`config.mk`:
```
export PLATFORM = sky130hd
export DESIGN_NAME = weight_sched
export DESIGN_NICKNAME = d
export VERILOG_FILES = /design/src/rtl/weight_sched_pkg.sv /design/src/rtl/weight_sched_ld.sv /design/src/rtl/weight_sched.sv
export SDC_FILE = /design/constraint.sdc
export NUM_CORES = 1
export LEC_CHECK = 0
export BUFFER_PORTS_ARGS = -buffer_cell sky130_fd_sc_hd__buf_2
export CAP_MARGIN = 20
export CORE_UTILIZATION = 51
export CTS_CLUSTER_SIZE = 14
export DETAILED_ROUTE_END_ITERATION = 10
export PLACE_DENSITY = 0.75
export SKIP_LAST_GASP = 1
export SLEW_MARGIN = 20
export SYNTH_ARGS = -nofsm -noshare
export SYNTH_HDL_FRONTEND = slang
export SYNTH_SLANG_ARGS = --single-unit
```
`constraint.sdc`:
```
create_clock -name clk -period 5.55 [get_ports clk]
set_input_delay 0.8325 -clock clk [delete_from_list [all_inputs] [get_ports clk]]
set_output_delay 0.8325 -clock clk [all_outputs]
set_load 0.05 [all_outputs]
```
`src/rtl/weight_sched_pkg.sv`:
```
// Shared definitions for the weight buffer ping-pong scheduler.
package weight_sched_pkg;

    localparam int BUFFER_NUM    = 32;
    localparam int ADDR_LEN      = 16;
    localparam int DATA_LEN      = 64;
    localparam int DDR_DATA_LEN  = 256;
    localparam int BPB           = DDR_DATA_LEN / DATA_LEN;
    localparam int GROUPS        = BUFFER_NUM / BPB;
    localparam int GRP_W         = $clog2(GROUPS);
    localparam int SET_W         = 8;
    localparam int WORDS_PER_SET = 9;
    localparam int BEAT_W        = 16;

    localparam logic [ADDR_LEN-1:0] SLOT_STRIDE   = {1'b1, {(ADDR_LEN-1){1'b0}}};
    localparam logic [BEAT_W-1:0]   BEATS_PER_SET = BEAT_W'(WORDS_PER_SET * GROUPS);

    typedef enum logic [1:0] {
        L_IDLE,
        L_WAIT,
        L_STREAM
    } ld_state_t;

    typedef enum logic [1:0] {
        R_IDLE,
        R_CONF,
        R_WAIT
    } rd_state_t;

    // Base bank address of a ping-pong slot.
    function automatic logic [ADDR_LEN-1:0] slot_base(input logic slot);
        return slot ? SLOT_STRIDE : '0;
    endfunction

    // Word offset of a kernel set inside its slot: 9*s as (s<<3)+s.
    function automatic logic [ADDR_LEN-1:0] set_offset(input logic [SET_W-1:0] s);
        logic [ADDR_LEN-1:0] w;
        w = ADDR_LEN'(s);
        return (w << 3) + w;
    endfunction

endpackage

```
`src/rtl/weight_sched_ld.sv`:
```
// Load FSM: waits for a free slot, then streams DDR beats into it while
// generating per-bank write enables and word addresses.
module weight_sched_ld import weight_sched_pkg::*; (
    input  logic                  clk,
    input  logic                  rst_n,
    input  logic                  i_ld_start,
    input  logic [SET_W-1:0]      i_ld_sets,
    input  logic                  i_ddr_valid,
    input  logic                  i_slot,
    input  logic                  i_slot_empty,
    output logic                  o_ld_busy,
    output logic                  o_ddr_ready,
    output logic [ADDR_LEN-1:0]   o_wr_addr,
    output logic [BUFFER_NUM-1:0] o_wr_en,
    output logic                  o_ld_done,
    output logic [SET_W-1:0]      o_ld_count
);

    ld_state_t         r_state;
    ld_state_t         w_next;
    logic [SET_W-1:0]  r_sets;
    logic [BEAT_W-1:0] r_last;
    logic [BEAT_W-1:0] r_beat;
    logic              w_start;
    logic              w_hs;
    logic [GRP_W-1:0]  w_group;

    assign w_start    = (r_state == L_IDLE) && i_ld_start && (i_ld_sets != '0);
    assign w_hs       = (r_state == L_STREAM) && i_ddr_valid;
    assign w_group    = r_beat[GRP_W-1:0];
    assign o_ld_busy  = (r_state != L_IDLE);
    assign o_ld_count = r_sets;

    // State register, latched set count and beat counter (cleared while waiting for a slot).
    always_ff @(posedge clk) begin
        if (!rst_n) begin
            r_state <= L_IDLE;
            r_sets  <= '0;
            r_last  <= '0;
            r_beat  <= '0;
        end else begin
            r_state <= w_next;
            if (w_start) begin
                r_sets <= i_ld_sets;
                r_last <= BEAT_W'(i_ld_sets) * BEATS_PER_SET - BEAT_W'(1);
            end
            if (r_state == L_WAIT) begin
                r_beat <= '0;
            end else if (w_hs) begin
                r_beat <= r_beat + BEAT_W'(1);
            end
        end
    end

    // Next-state logic and the stream-side handshake/done outputs.
    always_comb begin
        w_next      = r_state;
        o_ddr_ready = 1'b0;
        o_ld_done   = 1'b0;
        case (r_state)
            L_IDLE: begin
                if (w_start) begin
                    w_next = L_WAIT;
                end
            end
            L_WAIT: begin
                if (i_slot_empty) begin
                    w_next = L_STREAM;
                end
            end
            L_STREAM: begin
                o_ddr_ready = 1'b1;
                if (w_hs && (r_beat == r_last)) begin
                    o_ld_done = 1'b1;
                    w_next    = L_IDLE;
                end
            end
            default: w_next = L_IDLE;
        endcase
    end

    // Bank write enables and address, only live during an accepted beat.
    always_comb begin
        o_wr_en   = '0;
        o_wr_addr = '0;
        if (w_hs) begin
            o_wr_en[int'(w_group)*BPB +: BPB] = {BPB{1'b1}};
            o_wr_addr = slot_base(i_slot) + ADDR_LEN'(r_beat >> GRP_W);
        end
    end

endmodule

```
`src/rtl/weight_sched.sv`:
```
// Ping-pong weight buffer scheduler: load side fills one slot while the
// read FSM serves kernel-set requests from the other.
module weight_sched import weight_sched_pkg::*; (
    input  logic                  clk,
    input  logic                  rst_n,
    input  logic                  i_ld_start,
    input  logic [SET_W-1:0]      i_ld_sets,
    output logic                  o_ld_busy,
    input  logic                  i_ddr_valid,
    output logic                  o_ddr_ready,
    output logic [ADDR_LEN-1:0]   o_wr_addr,
    output logic [BUFFER_NUM-1:0] o_wr_en,
    output logic [1:0]            o_slot_full,
    input  logic                  i_rd_req,
    input  logic [SET_W-1:0]      i_rd_set,
    output logic                  o_rd_ack,
    output logic                  o_rd_done,
    output logic                  o_rd_err,
    input  logic                  i_rel,
    output logic                  o_buf_rd_conf,
    output logic [ADDR_LEN-1:0]   o_buf_st_rd_addr,
    input  logic                  i_buf_idle,
    input  logic                  i_buf_ker_en
);

    rd_state_t           r_rd_state;
    rd_state_t           w_rd_next;
    logic                r_wp;
    logic                r_rp;
    logic [1:0]          r_slot_full;
    logic [SET_W-1:0]    r_cnt [2];
    logic [ADDR_LEN-1:0] r_rd_addr;
    logic                w_accept;
    logic                w_rel;
    logic                w_ld_done;
    logic [SET_W-1:0]    w_ld_count;

    assign o_slot_full      = r_slot_full;
    assign o_buf_st_rd_addr = r_rd_addr;

    weight_sched_ld u_ld (
        .clk          (clk),
        .rst_n        (rst_n),
        .i_ld_start   (i_ld_start),
        .i_ld_sets    (i_ld_sets),
        .i_ddr_valid  (i_ddr_valid),
        .i_slot       (r_wp),
        .i_slot_empty (~r_slot_full[r_wp]),
        .o_ld_busy    (o_ld_busy),
        .o_ddr_ready  (o_ddr_ready),
        .o_wr_addr    (o_wr_addr),
        .o_wr_en      (o_wr_en),
        .o_ld_done    (w_ld_done),
        .o_ld_count   (w_ld_count)
    );

    // Read FSM state, latched start address and ping-pong slot bookkeeping.
    always_ff @(posedge clk) begin
        if (!rst_n) begin
            r_rd_state  <= R_IDLE;
            r_rd_addr   <= '0;
            r_wp        <= 1'b0;
            r_rp        <= 1'b0;
            r_slot_full <= 2'b00;
            r_cnt[0]    <= '0;
            r_cnt[1]    <= '0;
        end else begin
            r_rd_state <= w_rd_next;
            if (w_accept) begin
                r_rd_addr <= slot_base(r_rp) + set_offset(i_rd_set);
            end
            if (w_rel) begin
                r_slot_full[r_rp] <= 1'b0;
                r_rp              <= ~r_rp;
            end
            if (w_ld_done) begin
                r_slot_full[r_wp] <= 1'b1;
                r_cnt[r_wp]       <= w_ld_count;
                r_wp              <= ~r_wp;
            end
        end
    end

    // Read next-state logic and its single-cycle handshake pulses.
    always_comb begin
        w_rd_next     = r_rd_state;
        o_rd_ack      = 1'b0;
        o_rd_err      = 1'b0;
        o_rd_done     = 1'b0;
        o_buf_rd_conf = 1'b0;
        w_accept      = 1'b0;
        w_rel         = 1'b0;
        case (r_rd_state)
            R_IDLE: begin
                if (i_rd_req && r_slot_full[r_rp]) begin
                    o_rd_ack = 1'b1;
                    if (i_rd_set < r_cnt[r_rp]) begin
                        w_accept  = 1'b1;
                        w_rd_next = R_CONF;
                    end else begin
                        o_rd_err = 1'b1;
                    end
                end
                w_rel = i_rel && r_slot_full[r_rp];
            end
            R_CONF: begin
                if (i_buf_idle) begin
                    o_buf_rd_conf = 1'b1;
                    w_rd_next     = R_WAIT;
                end
            end
            R_WAIT: begin
                if (i_buf_ker_en) begin
                    o_rd_done = 1'b1;
                    w_rd_next = R_IDLE;
                end
            end
            default: w_rd_next = R_IDLE;
        endcase
    end

endmodule

```
==> impl_metrics.env, run 1 <==
export IMPL_drcViolationCount=0
export IMPL_avgSynthCellArea_sq_um=8.85
export IMPL_synth_warnings=0
export IMPL_required_ns=4.72
export IMPL_p_leak_uw=0.00228
export IMPL_fp_dieW_um=97.1
export IMPL_startpoint_type="flop"
export IMPL_grt_remaining_overflow=0
export IMPL_cts_setup_buffers=0
export IMPL_route_top_layer_used="met4"
export IMPL_path_cells="mux2i_1 > ha_1 > a21o_1 > a21o_1 > a21o_1 > a211oi_1 > nor2_1 > buf_2"
export IMPL_met2_length_um=4810
export IMPL_wire_per_inst_um=14.0
export IMPL_wl_met1_um=4470
export IMPL_cts_num_sinks=76
export IMPL_gp_congestion=0.914
export IMPL_synthesis_area_sq_um=4610
export IMPL_core_sq_um=8720
export IMPL_cpLargestDelayFamily="compound AO/OA/AOI/OAI gates"
export IMPL_maxSlewViolCount=0
export IMPL_io_pins=96
export IMPL_first_global_vias=3587
export IMPL_cap_violations=0
export IMPL_cts_root_buffer="clkbuf_8"
export IMPL_drt_iter0_drc=108
export IMPL_status="completed"
export IMPL_end_kind="primary output"
export IMPL_final_cells=693
export IMPL_path_clk_slew_ns=0.09
export IMPL_finalSetupTns_ns=0
export IMPL_clockBufferDepth=2
export IMPL_antenna_found_initial=0
export IMPL_ys_ff_latch=76
export IMPL_synth_seq_area_share=0.365
export IMPL_fmax_mhz=302
export IMPL_antenna_diode_count=0
export IMPL_routed_via_density=5.41
export IMPL_critPathSlowestCell="dfxtp_1"
export IMPL_crit_type="flop to primary output"
export IMPL_areaGrowthSynthToFinish_pct=10.7
export IMPL_ir_drop_v=0.000112
export IMPL_grt_pass1_wl_um=16500
export IMPL_crit_buf_inv=1
export IMPL_post_route_util=0.585
export IMPL_synth_edf_count=16
export IMPL_synthDistinctLibCells=64
export IMPL_period_share=0.597
export IMPL_die_area_sq_um=9430
export IMPL_async_reset_ff_frac=0
export IMPL_clock_skew_ns=0.0129
export IMPL_slew_headroom=0.338
export IMPL_grt_usage=0.210
export IMPL_synth_flop_cell="dfxtp_1"
export IMPL_setup_viol=0
export IMPL_cts_made_buffers=9
export IMPL_first_pass_iters=4
export IMPL_ant_nets=0
export IMPL_place_inst=677
export IMPL_worstMarginPinSlew_ns=0.991
export IMPL_routed_wl_um=9700
export IMPL_die_h_um=97.1
export IMPL_start_util=0.529
export IMPL_cts_resized=0
export IMPL_cp_max_fo=8
export IMPL_grt_max_degree=26
export IMPL_p_per_area_nw_per_um2=233
export IMPL_hold_viol=0
export IMPL_finalNetCount=632
export IMPL_crit_path_frequent_cell="a21o_1"
export IMPL_nFillCells=803
export IMPL_syn_inst=521
export IMPL_htreeDepth=3
export IMPL_slowest_delay_ns=0.61
export IMPL_clk_latency_ns=0.34
export IMPL_num_rows=34
export IMPL_portBuffers=90
export IMPL_arrival_ns=2.48
export IMPL_rsz0062_at_grt="no"
export IMPL_ctsHoldBuffers=0
export IMPL_dpl_hpwl_um=7490
export IMPL_hp_class="flop to flop"
export IMPL_tritoncts="yes"
export IMPL_wl_met3_um=327
export IMPL_min_period_ns=3.31
export IMPL_drive_gt1_frac=0.209
export IMPL_vias=3752
==> registers in the layout, summed over array words and instances, names as in the netlist, named ones only <==
name              cells
u_ld.r_last          14
u_ld.r_beat          16
r_rp                  1
u_ld.o_ld_count       8
r_rd_state            2
r_cnt                16
o_buf_st_rd_addr     13
o_slot_full           2
u_ld.r_state          2
r_wp                  1
==> where the power goes <==
part	internal (uW)	total [uW]	switching, uW
Clock	191	399	208
Sequential	582	594	12.8
Combinational	71.8	194	122
Total	844	1190	344
==> cells in the final DEF, fill, tap and decap left out, types with 4 or more instances in the layout <==
master and count:
a211oi_1 6, a21o_1 4, a21oi_1 28, and2_1 20, and3_1 15, buf_2 90
clkbuf_8 9, conb_1 5, dfxtp_1 60, edfxtp_1 16, ha_1 26, inv_1 19
mux2i_1 14, nand2_1 42, nand2b_1 11, nand3_1 14, nand4_1 6, nor2_1 62
nor3_1 6, nor3b_1 8, o21ai_0 15, o31ai_1 4, or3_1 4, xnor2_1 24
xor2_1 12
==> worst reg2reg max path: stages (launching register included) <==
cell and delay, ns:
dfxtp_1 0.61, mux2i_1 0.26, ha_1 0.26, a21o_1 0.18, a21o_1 0.17, a21o_1 0.19, a2111o_1 0.63, or2_2 0.42
a21oi_1 0.12
==> final timing paths <==
path                             from                  end  slack, ns  depth (start not counted)
setup / recovery                 flop             o_rd_err       2.24                          8
hold / removal    o_buf_st_rd_addr[4]  o_buf_st_rd_addr[4]       0.46                          2
setup reg to reg                 flop  o_buf_st_rd_addr[4]       2.64                          8
hold reg to reg   o_buf_st_rd_addr[4]  o_buf_st_rd_addr[4]       0.46                          2
==> logic make-up (layout without fill, tap and decap cells) <==
logic type / Yosys count / after routing / share of synthesized area
AND/OR/NAND/NOR: 211 / 211 / 0.238
AO/OA/AOI/OAI: 87 / 87 / 0.134
flip-flops: 76 / 76 / 0.365
buffers and inverters: 67 / 127 / 0.0822
XOR/XNOR: 36 / 36 / 0.0684
adder cells (fa/ha/maj): 28 / 28 / 0.0792
multiplexers: 15 / 15 / 0.0328
other: 1 / 5 / 0.000813
==> through the flow <==
stage                     total power, uW  setup slack, ns  cell area (sq um)  hold WS [ns]
after detailed placement              801             1.94               4920         0.449
after global routing                 1240             2.07               5100         0.489
after floorplan                       754             1.81               4630         0.440
final                                1190             2.24               5100         0.458
after global placement                794             2.02               4920         0.444
after CTS                            1200             2.17               5100         0.460
==> routing by layer <==
metal / vias to the layer above / global-route usage
met4: 0 / 0.0563
li1: 1907 / -
met5: - / 0
met1: 1767 / 0.271
met2: 70 / 0.365
met3: 8 / 0.0317
==> cell usage after synthesis, types with 6 or more instances <==
cell | n | area share
nor2_1 | 62 | 0.050
dfxtp_1 | 60 | 0.26
nand2_1 | 42 | 0.034
buf_4 | 29 | 0.047
a21oi_1 | 28 | 0.030
ha_1 | 26 | 0.071
xnor2_1 | 24 | 0.046
and2_1 | 20 | 0.027
inv_1 | 19 | 0.015
edfxtp_1 | 16 | 0.10
o21ai_0 | 16 | 0.017
and3_1 | 15 | 0.020
mux2i_1 | 14 | 0.030
nand3_1 | 14 | 0.015
clkbuf_1 | 13 | 0.011
xor2_1 | 12 | 0.023
nand2b_1 | 11 | 0.015
nor3b_1 | 8 | 0.013
a211oi_1 | 6 | 0.0098
nand4_1 | 6 | 0.0081
nor3_1 | 6 | 0.0065
==> area by class of cell <==
cell class | count | area, sq um | area share
Clock buffer | 11 | 153 | 0.0299
Clock inverter | 5 | 31.3 | 0.00613
Inverter | 19 | 71.3 | 0.0140
Multi-Input combinational cell | 382 | 2570 | 0.503
Sequential cell | 76 | 1680 | 0.329
Tap cell | 108 | 135 | 0.0265
Timing Repair Buffer | 92 | 465 | 0.0912
No activity file was read; power rests on OpenSTA's default activity.
==> run 2, diff against run 1 <==
==> constraint.sdc (replaced) <==
create_clock -name clk -period 3.4 [get_ports clk]
set_input_delay 0.51 -clock clk [delete_from_list [all_inputs] [get_ports clk]]
set_output_delay 0.51 -clock clk [all_outputs]
set_load 0.05 [all_outputs]
==> impl_metrics.env, run 2 (same netlist as run 1, synthesis figures left out) <==
export IMPL_p_leak_uw=0.00229
export IMPL_end_kind="primary output"
export IMPL_wl_met1_um=4520
export IMPL_mostFrequentLayoutCells="90 x buf_2, 62 x nor2_1, 60 x dfxtp_1"
export IMPL_cpLargestDelayFamily="simple AND/OR/NAND/NOR gates"
export IMPL_wire_per_inst_um=13.9
export IMPL_wl_met3_um=320
export IMPL_crit_buf_inv=1
export IMPL_portBuffers=90
export IMPL_arrival_ns=2.46
export IMPL_first_global_vias=3636
export IMPL_startpoint_type="flop"
export IMPL_status="completed"
export IMPL_ir_drop_v=0.000213
export IMPL_core_sq_um=8720
export IMPL_fmax_mhz=337
export IMPL_crit_type="flop to primary output"
export IMPL_grt_max_degree=26
export IMPL_p_int_uw=1330
export IMPL_rsz0062_at_grt="no"
export IMPL_final_common_cell="buf_2"
export IMPL_cts_root_buffer="clkbuf_8"
export IMPL_power_switching_uw=551
export IMPL_slew_headroom=0.461
export IMPL_fp_dieW_um=97.1
export IMPL_min_period_ns=2.97
export IMPL_cp_max_fo=14
export IMPL_period_share=0.872
export IMPL_antenna_diode_count=0
export IMPL_slowest_delay_ns=0.45
export IMPL_hold_viol=0
export IMPL_required_ns=2.89
export IMPL_tritoncts="yes"
export IMPL_first_pass_iters=4
export IMPL_num_rows=34
export IMPL_p_clk_frac=0.313
export IMPL_areaGrowthSynthToFinish_pct=10.6
export IMPL_finalSetupTns_ns=0
export IMPL_io_pins=96
export IMPL_p_total_uw=1880
export IMPL_place_inst=680
export IMPL_hp_class="input pin to flop"
export IMPL_die_h_um=97.1
export IMPL_p_per_area_nw_per_um2=369
export IMPL_die_area_sq_um=9430
export IMPL_clk_latency_ns=0.35
export IMPL_routed_via_density=5.42
export IMPL_met2_length_um=4680
export IMPL_power_frac_seq=0.516
export IMPL_antenna_found_initial=0
export IMPL_htreeDepth=3
export IMPL_switching_share=0.293
export IMPL_drt_iter0_drc=141
export IMPL_critPathSlowestCell="and2b_1"
export IMPL_finalNetCount=635
export IMPL_p_comb_frac=0.170
export IMPL_cap_violations=0
export IMPL_routed_wl_um=9660
export IMPL_vias=3772
export IMPL_grt_usage=0.212
export IMPL_final_cells=696
export IMPL_clockBufferDepth=2
export IMPL_setup_viol=0
export IMPL_grt_remaining_overflow=0
export IMPL_clock_skew_ns=0.0115
export IMPL_cts_resized=0
export IMPL_path_cells="and2b_1 > nand2_1 > or3_1 > nor3_1 > buf_2"
export IMPL_cts_made_buffers=9
export IMPL_drive_gt1_frac=0.213
export IMPL_drcViolationCount=0
export IMPL_route_top_layer_used="met4"
export IMPL_maxSlewViolCount=0
export IMPL_start_util=0.529
export IMPL_cts_setup_buffers=0
export IMPL_top_regs="r_cnt: 16 flops, u_ld.r_beat: 16 flops, u_ld.r_last: 14 flops"
export IMPL_grt_pass1_wl_um=16600
export IMPL_ant_nets=0
export IMPL_worstMarginPinSlew_ns=0.808
export IMPL_path_clk_slew_ns=0.08
export IMPL_cts_num_sinks=76
export IMPL_dpl_hpwl_um=7380
export IMPL_gp_congestion=0.908
export IMPL_ctsHoldBuffers=0
## run 2: cell count changes in the layout (fill, tap and decap cells not counted), sizes merged
cell	before	now
inv	22	20
clkbuf	11	10
buf	92	95
clkinv	2	5
## run 2: power groups by stage
stage	registers, uW	clock network, uW	logic [uW]
after global routing	975	643	361
final	971	589	321
after floorplan	985	0	245
after detailed placement	991	0	319
after global placement	990	0	312
after CTS	971	604	321
## run 2: path summary, 6_finish.rpt
| path | startpoint | endpoint | slack, ns | cells past startpoint |
|---|---|---|---|---|
| hold reg to reg | o_buf_st_rd_addr[4] | o_buf_st_rd_addr[4] | 0.46 | 2 |
| setup reg to reg | flop | o_buf_st_rd_addr[4] | 0.57 | 8 |
| setup / recovery | u_ld.r_state[0] | o_wr_en[31] | 0.43 | 5 |
| hold / removal | i_rd_set[0] | o_buf_st_rd_addr[0] | 0.45 | 3 |
## run 2: stage by stage
stage	util	setup slack [ns]	hold slack, ns	cell area, sq um
after floorplan	-	0.0919	0.440	4630
after global placement	0.567	0.217	0.444	4940
after detailed placement	0.567	0.109	0.450	4940
after CTS	0.585	0.422	0.438	5100
after global routing	0.585	0.272	0.458	5100
final	0.585	0.434	0.448	5100
## run 2: final cells by class
class / instances / area, sq um
clock buffer: 10 / 128
clock inverter: 6 / 31.3
fill: 809 / 3620
inverter: 19 / 71.3
multi-input combinational: 382 / 2570
sequential: 76 / 1680
tap: 108 / 135
timing repair buffer: 95 / 488
## run 2: metal layers
metal / track usage / up-vias
met5: 0 / -
met4: 0.0654 / 0
met3: 0.0388 / 10
met2: 0.363 / 74
met1: 0.270 / 1773
li1: - / 1915
## run 2: worst reg2reg max path: stages, from the launching register on
cell	delay [ns]
dfxtp_1	0.59
mux2i_1	0.25
ha_1	0.26
a21o_1	0.18
a21o_1	0.17
a21o_1	0.18
a2111o_1	0.62
or2_2	0.42
a21oi_1	0.11
